$ cat src/rtl/pdm_pkg.sv
// Shared constants and helpers for the multi-channel sigma-delta PDM DAC.
package pdm_pkg;

    typedef enum int unsigned {
        PDM_ORDER1 = 1,
        PDM_ORDER2 = 2
    } pdm_order_e;

    function automatic int unsigned int1_width(input int unsigned w);
        return w + 2;
    endfunction

    function automatic int unsigned int2_width(input int unsigned w);
        return w + 4;
    endfunction

    // Clamp a 32-bit signed value into the range of a w-bit signed integrator.
    function automatic logic signed [31:0] sat_w(input logic signed [31:0] v, input int unsigned w);
        logic signed [31:0] hi;
        logic signed [31:0] lo;
        hi = (32'sd1 <<< (w - 1)) - 32'sd1;
        lo = -(32'sd1 <<< (w - 1));
        if (v > hi) return hi;
        if (v < lo) return lo;
        return v;
    endfunction

endpackage

$ cat src/rtl/pdm_mod.sv
// One-channel sigma-delta PDM modulator (first or second order); steps only when en is high.
module pdm_mod
    import pdm_pkg::*;
#(
    parameter int unsigned W     = 16,
    parameter int unsigned ORDER = 1
) (
    input  logic                clk,
    input  logic                rst,
    input  logic                en,
    input  logic signed [W-1:0] x,
    output logic                out
);

    localparam int unsigned IW = (ORDER == PDM_ORDER2) ? int2_width(W) : int1_width(W);
    localparam logic signed [31:0] FS = 32'sd1 <<< (W - 1);

    logic signed [IW-1:0] i1_q;
    logic signed [IW-1:0] i1_d;
    logic signed [IW-1:0] i2_q;
    logic signed [IW-1:0] i2_d;
    logic                 out_q;
    logic                 out_d;
    logic signed [31:0]   fb;
    logic signed [31:0]   s1;
    logic signed [31:0]   s2;

    // Integrator update; feedback is the previously emitted bit at full scale.
    always_comb begin
        i1_d  = i1_q;
        i2_d  = i2_q;
        out_d = out_q;
        fb    = out_q ? FS : -FS;
        s1    = 32'(i1_q) + 32'(x) - fb;
        s2    = 32'(i2_q);
        if (ORDER == PDM_ORDER2) begin
            s1 = sat_w(s1, IW);
            s2 = sat_w(32'(i2_q) + s1 - fb, IW);
        end
        if (en) begin
            i1_d = IW'(s1);
            if (ORDER == PDM_ORDER2) begin
                i2_d  = IW'(s2);
                out_d = !s2[31];
            end else begin
                out_d = !s1[31];
            end
        end
    end

    always_ff @(posedge clk) begin
        if (rst) begin
            i1_q  <= '0;
            i2_q  <= '0;
            out_q <= 1'b0;
        end else begin
            i1_q  <= i1_d;
            i2_q  <= i2_d;
            out_q <= out_d;
        end
    end

    assign out = out_q;

endmodule

$ cat src/rtl/axis_pdm_dac_mc.sv
// Multi-channel AXI-Stream PDM DAC: frame ingest into a shadow buffer, commit to all
// channels on the sample tick, one sigma-delta modulator per channel.
module axis_pdm_dac_mc
    import pdm_pkg::*;
#(
    parameter int unsigned NCH     = 2,
    parameter int unsigned W       = 16,
    parameter int unsigned ORDER   = 1,
    parameter int unsigned PDM_DIV = 16,
    parameter int unsigned OSR     = 64
) (
    input  logic           clk,
    input  logic           rst,
    input  logic [W-1:0]   s_axis_tdata,
    input  logic           s_axis_tvalid,
    output logic           s_axis_tready,
    input  logic           s_axis_tlast,
    output logic [NCH-1:0] dac_out,
    output logic           underrun,
    output logic           frame_err
);

    localparam int unsigned CH_W  = (NCH > 1) ? $clog2(NCH) : 1;
    localparam int unsigned DIV_W = (PDM_DIV > 1) ? $clog2(PDM_DIV) : 1;
    localparam int unsigned OSR_W = $clog2(OSR);
    localparam logic [CH_W-1:0]  CH_LAST  = CH_W'(NCH - 1);
    localparam logic [DIV_W-1:0] DIV_LAST = DIV_W'(PDM_DIV - 1);
    localparam logic [OSR_W-1:0] OSR_LAST = OSR_W'(OSR - 1);

    logic [CH_W-1:0]     ch_q;
    logic [CH_W-1:0]     ch_d;
    logic                pend_q;
    logic                pend_d;
    logic                tready_q;
    logic                tready_d;
    logic                underrun_q;
    logic                underrun_d;
    logic                frame_err_q;
    logic                frame_err_d;
    logic [DIV_W-1:0]    div_q;
    logic [DIV_W-1:0]    div_d;
    logic [OSR_W-1:0]    osr_q;
    logic [OSR_W-1:0]    osr_d;
    logic signed [W-1:0] shadow_q [NCH];
    logic signed [W-1:0] shadow_d [NCH];
    logic signed [W-1:0] active_q [NCH];
    logic signed [W-1:0] active_d [NCH];

    logic pdm_tick_c;
    logic sample_tick_c;
    logic beat_c;
    logic ch_last_c;

    always_comb begin
        ch_d          = ch_q;
        pend_d        = pend_q;
        div_d         = div_q;
        osr_d         = osr_q;
        shadow_d      = shadow_q;
        active_d      = active_q;
        underrun_d    = 1'b0;
        frame_err_d   = 1'b0;
        pdm_tick_c    = (div_q == DIV_LAST);
        sample_tick_c = pdm_tick_c && (osr_q == OSR_LAST);
        beat_c        = s_axis_tvalid && tready_q;
        ch_last_c     = (ch_q == CH_LAST);

        div_d = pdm_tick_c ? '0 : div_q + DIV_W'(1);
        if (pdm_tick_c) begin
            osr_d = (osr_q == OSR_LAST) ? '0 : osr_q + OSR_W'(1);
        end

        // Commit sees the pend value from before any same-cycle tlast beat.
        if (sample_tick_c) begin
            if (pend_q) begin
                active_d = shadow_q;
                pend_d   = 1'b0;
            end else begin
                underrun_d = 1'b1;
            end
        end

        if (beat_c) begin
            shadow_d[ch_q] = s_axis_tdata;
            if (s_axis_tlast || ch_last_c) begin
                ch_d = '0;
                if (s_axis_tlast && ch_last_c) begin
                    pend_d = 1'b1;
                end else begin
                    frame_err_d = 1'b1;
                end
            end else begin
                ch_d = ch_q + CH_W'(1);
            end
        end

        tready_d = !pend_d;
    end

    always_ff @(posedge clk) begin
        if (rst) begin
            ch_q        <= '0;
            pend_q      <= 1'b0;
            tready_q    <= 1'b0;
            underrun_q  <= 1'b0;
            frame_err_q <= 1'b0;
            div_q       <= '0;
            osr_q       <= '0;
            shadow_q    <= '{default: '0};
            active_q    <= '{default: '0};
        end else begin
            ch_q        <= ch_d;
            pend_q      <= pend_d;
            tready_q    <= tready_d;
            underrun_q  <= underrun_d;
            frame_err_q <= frame_err_d;
            div_q       <= div_d;
            osr_q       <= osr_d;
            shadow_q    <= shadow_d;
            active_q    <= active_d;
        end
    end

    for (genvar g = 0; g < NCH; g++) begin : g_ch
        pdm_mod #(
            .W     (W),
            .ORDER (ORDER)
        ) u_mod (
            .clk (clk),
            .rst (rst),
            .en  (pdm_tick_c),
            .x   (active_q[g]),
            .out (dac_out[g])
        );
    end

    assign s_axis_tready = tready_q;
    assign underrun      = underrun_q;
    assign frame_err     = frame_err_q;

endmodule

$ cat config.mk
export PLATFORM = sky130hd
export DESIGN_NAME = axis_pdm_dac_mc
export DESIGN_NICKNAME = d
export VERILOG_FILES = /design/src/rtl/pdm_pkg.sv /design/src/rtl/pdm_mod.sv /design/src/rtl/axis_pdm_dac_mc.sv
export SDC_FILE = /design/constraint.sdc
export NUM_CORES = 1
export LEC_CHECK = 0
export CAP_MARGIN = 0
export CORE_UTILIZATION = 56
export DETAILED_ROUTE_END_ITERATION = 10
export DONT_BUFFER_PORTS = 1
export PLACE_DENSITY = 0.71
export SETUP_SLACK_MARGIN = 0.02
export SYNTH_ARGS = -nofsm -noshare
export SYNTH_HDL_FRONTEND = slang
export SYNTH_SLANG_ARGS = --single-unit
$ cat constraint.sdc
create_clock -name clk -period 3.93 [get_ports clk]
set_input_delay 0.1965 -clock clk [delete_from_list [all_inputs] [get_ports clk]]
set_output_delay 0.1965 -clock clk [all_outputs]
set_load 0.01 [all_outputs]
==> flow_metrics.env, run 1 <==
export IMPL_status="complete, no violations"
export IMPL_worst_clock_skew_ps=4.62
export IMPL_worst_r2r_setup_slack_ps=610
export IMPL_synth_async_reset_ratio_pct=0
export IMPL_data_arrival_time_of_the_critical_path_ps=3780
export IMPL_period_minus_slack_ps=3320
export IMPL_maximum_count_of_clock_buffers_along_a_single_path=2
export IMPL_gr_usage_all_layers_pct=24.1
export IMPL_clkLatencyLatePin_ps=520
export IMPL_drt_drc_violations_left=0
export IMPL_fmaxAchievable_mhz=301
export IMPL_yosysTopAreaCellShare_pct=40.4
export IMPL_cts_num_sinks=117
export IMPL_design_die_area_um2=10800
export IMPL_start_kind="register"
export IMPL_critPathRequiredTime_ps=4390
export IMPL_setup_worst_path_class="reg -> reg"
export IMPL_num_nets_final=800
export IMPL_max_vdd_ir_drop_uv=394
export IMPL_max_slew_worst_pin_slew_ps=1030
export IMPL_drv_cap=0
export IMPL_synth_edf_count=0
export IMPL_crit_path_cell_trace="ha_1 -> fa_1 -> a21oi_1 -> o21ai_0 -> a21oi_1 -> o21ai_1 -> a31oi_1 -> xor2_1 -> fa_1 -> nand2b_1 -> a311oi_1 -> a21oi_1 -> nor2_1"
export IMPL_floorplan_initialDensity_pct=58.6
export IMPL_final_cell_mix="sky130_fd_sc_hd__nand2_1 (195), sky130_fd_sc_hd__a21oi_1 (126), sky130_fd_sc_hd__dfxtp_1 (117)"
export IMPL_final_max_slew_viol_count=0
export IMPL_cpMaxStageDelayCell="sky130_fd_sc_hd__fa_1"
export IMPL_first_global_vias=4786
export IMPL_dp_hpwl_mm=7.92
export IMPL_mappedNetlistNets=794
export IMPL_fp_coreArea_um2=9910
export IMPL_synth_lib_cells_used_distinct=48
export IMPL_yosysTopAreaCell="sky130_fd_sc_hd__dfxtp_1"
export IMPL_ioPinCount=25
export IMPL_routed_wl_mm=12.5
export IMPL_grt_antenna_before_repair=3
export IMPL_worst_path_most_repeated_cell="sky130_fd_sc_hd__a21oi_1"
export IMPL_ranking_of_synthesized_cells_by_area="sky130_fd_sc_hd__dfxtp_1 (40%), sky130_fd_sc_hd__nand2_1 (13%), sky130_fd_sc_hd__a21oi_1 (11%), sky130_fd_sc_hd__ha_1 (9.1%), sky130_fd_sc_hd__xnor2_1 (2.6%)"
export IMPL_timing_critical_path_slowest_cell_delay_ps=410
export IMPL_postCtsResizedCells=0
export IMPL_post_drt_wl_per_cell_um=14.1
export IMPL_die_h_um=104
export IMPL_utilization_pct=67.9
export IMPL_syn2layout_area_growth_pct=15.9
export IMPL_drtPass1Iterations=5
export IMPL_synth_cells=728
export IMPL_ys_ff_latch=117
export IMPL_static_leakage_power_nw=2.65
export IMPL_antenna_violating_nets_post_route=0
export IMPL_cts_hold_repair_buffers=20
export IMPL_timing_slew_headroom_pct=31.0
export IMPL_grt_pass1_wl_mm=21.1
export IMPL_clock_tree_root_cell="sky130_fd_sc_hd__clkbuf_8"
export IMPL_drive_above_1_share_pct=5.49
export IMPL_hp_class="in -> reg"
export IMPL_unrepaired_setup_endpoints_after_global_routing="false"
export IMPL_postCtsSetupRepairBufs=0
export IMPL_top_signal_layer_used="met4"
export IMPL_path_max_fanout=5
export IMPL_layout_cells_most_common="sky130_fd_sc_hd__nand2_1"
export IMPL_dr_wl_met2_mm=5.84
export IMPL_number_of_buffers_added_by_the_clock_tree_synthesis_step=17
export IMPL_synth_yosys_seq_area_share_pct=40.4
export IMPL_synth_ff_type="sky130_fd_sc_hd__dfxtp_1"
export IMPL_io_buffer_count=0
export IMPL_drt_iter0_drc=271
export IMPL_cts_tree="done"
export IMPL_grt_overflow=0
export IMPL_layout_filler_cells=846
export IMPL_synth_cell_area_um2=5800
export IMPL_report_final_hold_viol_count=0
export IMPL_dr_wl_met3_um=685
export IMPL_yosys_warnings=0
export IMPL_syn_area_per_cell_um2=7.97
export IMPL_floorplan_rows=36
export IMPL_cts_reportedPaths_clkPinSlew_ps=60
export IMPL_gp_congestion=0.855
export IMPL_final_setup_tns_ps=0
export IMPL_maximum_number_of_pins_on_one_net_before_global_route_repair=114
export IMPL_number_of_h_tree_levels=4
export IMPL_setup_violations=0
export IMPL_met1_length_mm=5.77
export IMPL_dieWidth_um=104
export IMPL_detail_route_vias_per_cell=5.62
export IMPL_hold_ws_ps=36.4
export IMPL_end_kind="register"
export IMPL_power_density_nw_per_um2=440
export IMPL_timing_final_crit_share_pct=84.6
export IMPL_num_vias=4962
flip-flops by register name (all words and copies together) (netlist names), 2 cells and up:
signal	cells
g_ch.u_mod.i1_q	36
active_q	32
shadow_q	32
osr_q	6
div_q	4
g_ch.u_mod.out	2
report_power, final:
part,internal [mW],switching [mW],leakage [nW]
sequential,1.20,0.00930,0.945
combinational,0.0282,0.0443,1.39
clock,1.13,0.550,0.308
total,2.36,0.604,2.65
cell usage after synthesis, types with 2 or more instances:
library cell                 n
sky130_fd_sc_hd__a211oi_1    6
sky130_fd_sc_hd__a21o_1     11
sky130_fd_sc_hd__a21oi_1   126
sky130_fd_sc_hd__a311o_1     2
sky130_fd_sc_hd__a31oi_1     6
sky130_fd_sc_hd__and2_1      5
sky130_fd_sc_hd__and3_1      9
sky130_fd_sc_hd__buf_1       3
sky130_fd_sc_hd__buf_4       2
sky130_fd_sc_hd__clkbuf_1   32
sky130_fd_sc_hd__dfxtp_1   117
sky130_fd_sc_hd__fa_1        4
sky130_fd_sc_hd__ha_1       42
sky130_fd_sc_hd__inv_1      13
sky130_fd_sc_hd__nand2_1   195
sky130_fd_sc_hd__nand2b_1    8
sky130_fd_sc_hd__nand3_1    18
sky130_fd_sc_hd__nand4_1     7
sky130_fd_sc_hd__nand4b_1    3
sky130_fd_sc_hd__nor2_1     26
sky130_fd_sc_hd__nor2b_1     6
sky130_fd_sc_hd__nor3_1      9
sky130_fd_sc_hd__o211a_1     2
sky130_fd_sc_hd__o211ai_1    4
sky130_fd_sc_hd__o21ai_0    15
sky130_fd_sc_hd__o21ai_1     2
sky130_fd_sc_hd__o21bai_1    2
sky130_fd_sc_hd__o31ai_1     3
sky130_fd_sc_hd__or4_1       2
sky130_fd_sc_hd__xnor2_1    17
sky130_fd_sc_hd__xor2_1     14
cell type report:
cell class / instances / area [µm²] / share of cell area [%]
multi-input combinational: 561 / 3270 / 48.6
sequential: 117 / 2340 / 34.8
clock buffer: 20 / 445 / 6.62
timing repair buffer: 24 / 248 / 3.68
clock inverter: 12 / 200 / 2.98
tap: 133 / 166 / 2.47
inverter: 13 / 48.8 / 0.726
antenna: 3 / 7.51 / 0.112
final timing paths:
kind                                           to  depth (start not counted)         start
worst min register to register       active_q[22]                          2  shadow_q[22]
worst max-delay path            g_ch[0].u_mod.out                         13  active_q[16]
worst max register to register  g_ch[0].u_mod.out                         13  active_q[16]
worst min-delay path                     osr_q[0]                          2           rst
layer usage:
metal | vias to the layer above | track usage, %
met5 | - | 0
met4 | 0 | 8.78
met3 | 15 | 8.31
met2 | 104 | 40.9
met1 | 2314 | 28.2
li1 | 2529 | -
worst max-delay path: cells and delay by family (launching register included):
kind            cells  cell delay, ps
xor+xnor            1             130
simple gates        2             270
fa+ha+maj           3            1030
flops               1             310
compound gates      7            1500
metrics by stage:
| step | cell area [µm²] | power (mW) | instances | setup slack [ps] |
|---|---|---|---|---|
| CTS | 6720 | 2.98 | 880 | 618 |
| global route | 6720 | 3.05 | 882 | 279 |
| detailed placement | 5850 | 1.27 | 828 | 715 |
| global placement | 5850 | 1.27 | 828 | 787 |
| finish | 6720 | 2.96 | 883 | 606 |
| floorplan | 5800 | 1.27 | 728 | 973 |
logic make-up after synthesis:
logic type                 count (synthesis)  synth area share, %
and+or+nand+nor                          291                 21.5
AOI/OAI and AO/OA                        192                 19.5
DFF                                      117                 40.4
buffers and inverters                     50                 3.36
adders and majority gates                 46                 10.4
xor gates and xnor gates                  31                 4.68
muxes                                      1                0.172
Power figures use the tool's default switching activity.
==> run 2, diff against run 1 <==
ABC_AREA = 1   (was unset)
clock period = 3.3 ns   (was 3.93 ns; I/O delays follow)
==> flow_metrics.env, run 2 <==
export IMPL_status="complete, but fails checks"
export IMPL_violations="design-rule violations"
export IMPL_yosysTopAreaCellShare_pct=34.5
export IMPL_global_route_usage_met1_pct=37.0
export IMPL_max_flop_register="g_ch.u_mod.i1_q"
export IMPL_grt_pass1_wl_mm=25.8
export IMPL_data_arrival_time_of_the_critical_path_ps=3170
export IMPL_io_buffer_count=0
export IMPL_whs_endpoint="pend_q"
export IMPL_timing_final_crit_share_pct=86.7
export IMPL_drt_drc_violations_left=1
export IMPL_clkLatencyLatePin_ps=420
export IMPL_drt_iter0_drc=382
export IMPL_detail_route_vias_per_cell=5.04
export IMPL_cts_num_sinks=117
export IMPL_cts_reportedPaths_clkPinSlew_ps=50
export IMPL_holdPathStages=2
export IMPL_power_density_nw_per_um2=463
export IMPL_setup_worst_path_class="reg -> reg"
export IMPL_drtPass1Iterations=8
export IMPL_fin_area_um2=7620
export IMPL_drive_above_1_share_pct=8.90
export IMPL_synth_lib_cells_used_distinct=40
export IMPL_synth_cell_area_um2=6790
export IMPL_dpl_instance_area_um2=6810
export IMPL_static_leakage_power_nw=3.64
export IMPL_post_drt_wl_per_cell_um=13.2
export IMPL_fmaxAchievable_mhz=350
export IMPL_report_final_hold_viol_count=0
export IMPL_layout_filler_cells=1075
export IMPL_p_total_mw=3.53
export IMPL_synth_yosys_seq_area_share_pct=34.5
export IMPL_use_met3_pct=5.56
export IMPL_num_vias=5876
export IMPL_routed_wl_mm=15.4
export IMPL_yosys_warnings=0
export IMPL_ys_ff_latch=117
export IMPL_synthTopCellsByCount="sky130_fd_sc_hd__nand2_1 (278), sky130_fd_sc_hd__inv_1 (157), sky130_fd_sc_hd__dfxtp_1 (117), sky130_fd_sc_hd__nor2_1 (91), sky130_fd_sc_hd__nand3_1 (76)"
export IMPL_hold_ws_ps=79.1
export IMPL_unrepaired_setup_endpoints_after_global_routing="false"
export IMPL_ranking_of_synthesized_cells_by_area="sky130_fd_sc_hd__dfxtp_1 (34%), sky130_fd_sc_hd__nand2_1 (15%), sky130_fd_sc_hd__inv_1 (8.7%), sky130_fd_sc_hd__ha_1 (7.7%), sky130_fd_sc_hd__nand3_1 (5.6%)"
export IMPL_dieWidth_um=112
export IMPL_largest_register_ff_count=36
export IMPL_syn2layout_area_growth_pct=12.2
export IMPL_synth_async_reset_ratio_pct=0
export IMPL_holdCritStartpoint="s_axis_tlast"
export IMPL_dp_hpwl_mm=10.7
export IMPL_r2r_end="g_ch[1].u_mod.i1_q[17]"
export IMPL_maximum_count_of_clock_buffers_along_a_single_path=2
export IMPL_gr_usage_all_layers_pct=26.1
export IMPL_maximum_number_of_pins_on_one_net_before_global_route_repair=70
export IMPL_path_max_fanout=3
export IMPL_number_of_h_tree_levels=4
export IMPL_antenna_violating_nets_post_route=0
export IMPL_floorplan_rows=39
export IMPL_cts_tree="done"
export IMPL_worst_r2r_setup_slack_ps=440
export IMPL_timing_slew_headroom_pct=24.7
export IMPL_final_setup_tns_ps=0
export IMPL_globalRoute_busiestLayer="met2"
export IMPL_setup_violations=0
export IMPL_max_vdd_ir_drop_uv=454
export IMPL_synth_cells=997
export IMPL_period_minus_slack_ps=2860
export IMPL_critPathRequiredTime_ps=3610
export IMPL_syn_area_per_cell_um2=6.81
export IMPL_grt_use_met2_pct=39.6
export IMPL_worst_clock_skew_ps=8.21
export IMPL_final_cell_mix="sky130_fd_sc_hd__nand2_1 (278), sky130_fd_sc_hd__inv_1 (157), sky130_fd_sc_hd__dfxtp_1 (117)"
export IMPL_critical_path_reg2reg_startpoint="g_ch[1].u_mod.i1_q[0]"
export IMPL_postCtsSetupRepairBufs=0
export IMPL_biggestRegsByFlops="g_ch.u_mod.i1_q (36), active_q (32), shadow_q (32)"
export IMPL_gp_congestion=0.872
export IMPL_grt_overflow=0
export IMPL_fp_coreArea_um2=11600
export IMPL_die_h_um=112
export IMPL_grt_antenna_before_repair=0
export IMPL_hp_class="in -> reg"
export IMPL_synth_edf_count=0
export IMPL_worst_r2r_path_depth=16
export IMPL_drv_cap=0
export IMPL_mappedNetlistNets=1063
export IMPL_floorplan_initialDensity_pct=58.5
export IMPL_antenna_cells_inserted=0
export IMPL_number_of_buffers_added_by_the_clock_tree_synthesis_step=17
export IMPL_clock_tree_root_cell="sky130_fd_sc_hd__clkbuf_16"
export IMPL_yosysTopAreaCell="sky130_fd_sc_hd__dfxtp_1"
export IMPL_start_kind="register"
export IMPL_end_kind="register"
export IMPL_first_global_vias=5515
export IMPL_num_nets_final=1075
export IMPL_ioPinCount=25
export IMPL_synth_ff_type="sky130_fd_sc_hd__dfxtp_1"
export IMPL_final_max_slew_viol_count=0
export IMPL_max_slew_worst_pin_slew_ps=1130
export IMPL_synth_most_common_cell="sky130_fd_sc_hd__nand2_1"
export IMPL_design_die_area_um2=12600
export IMPL_layout_cells_most_common="sky130_fd_sc_hd__nand2_1"
run 2: through the flow:
step	utilization (%)	setup slack, ps	instances
after global routing	65.6	237	1165
after detailed placement	58.6	477	1114
after global placement	58.6	566	1114
after CTS	65.6	462	1165
final	65.6	440	1165
after floorplan	-	684	997
run 2: kinds of logic after synthesis:
family | after synthesis | synth area share, %
AO/OA/AOI/OAI | 162 | 14.8
XOR/XNOR | 6 | 0.774
adder cells (fa/ha/maj) | 46 | 8.92
buffers and inverters | 194 | 12.0
flip-flops | 117 | 34.5
AND/OR/NAND/NOR | 472 | 29.1
run 2: what timing repair did:
item                      CTS  global route
hold endpoints to repair   48             0
hold buffers               19             0
gates resized for setup     0             0
run 2: how the worst max path moves through the flow:
stage                          start                      to  slack (ps)  depth (start not counted)
2_1_floorplan            active_q[0]  g_ch[1].u_mod.i1_q[17]         680                         16
3_3_place_gp             active_q[0]  g_ch[1].u_mod.i1_q[17]         570                         16
3_5_place_dp   g_ch[1].u_mod.i1_q[0]  g_ch[1].u_mod.i1_q[17]         480                         16
4_1_cts        g_ch[1].u_mod.i1_q[0]  g_ch[1].u_mod.i1_q[17]         460                         16
5_1_grt        g_ch[1].u_mod.i1_q[0]  g_ch[1].u_mod.i1_q[17]         240                         16
6_report       g_ch[1].u_mod.i1_q[0]  g_ch[1].u_mod.i1_q[17]         440                         16
run 2: layout make-up:
type | instances | area [µm²] | share of cell area, %
inverters | 163 | 612 | 8.03
flip-flops and latches | 117 | 2340 | 30.7
repair buffers | 24 | 228 | 2.99
multi-input cells | 686 | 3640 | 47.7
well taps | 143 | 179 | 2.35
clock inverters | 12 | 178 | 2.33
clock buffers | 20 | 447 | 5.86
run 2: worst max-delay path, stage by stage (launching register included):
cell and delay, ps:
sky130_fd_sc_hd__dfxtp_1 340, sky130_fd_sc_hd__ha_1 190, sky130_fd_sc_hd__inv_1 60, sky130_fd_sc_hd__fa_1 400, sky130_fd_sc_hd__inv_1 90, sky130_fd_sc_hd__nand3_1 60
sky130_fd_sc_hd__nand3_1 130, sky130_fd_sc_hd__inv_1 70, sky130_fd_sc_hd__o21bai_1 170, sky130_fd_sc_hd__nand2_1 100, sky130_fd_sc_hd__nand2_1 70, sky130_fd_sc_hd__nand2_1 50
sky130_fd_sc_hd__nand2_1 50, sky130_fd_sc_hd__inv_1 40, sky130_fd_sc_hd__fa_1 380, sky130_fd_sc_hd__or2_2 280, sky130_fd_sc_hd__a32o_1 250
run 2: layer usage:
metal,wire (µm),up-vias
met1,8050,2565
met3,607,20
met5,0,-
met4,220,0
li1,-,3192
met2,6480,99
run 2: report_power, final:
group	internal, mW	switching (mW)
Clock	1.28	0.684
Sequential	1.44	0.0185
Combinational	0.0381	0.0707
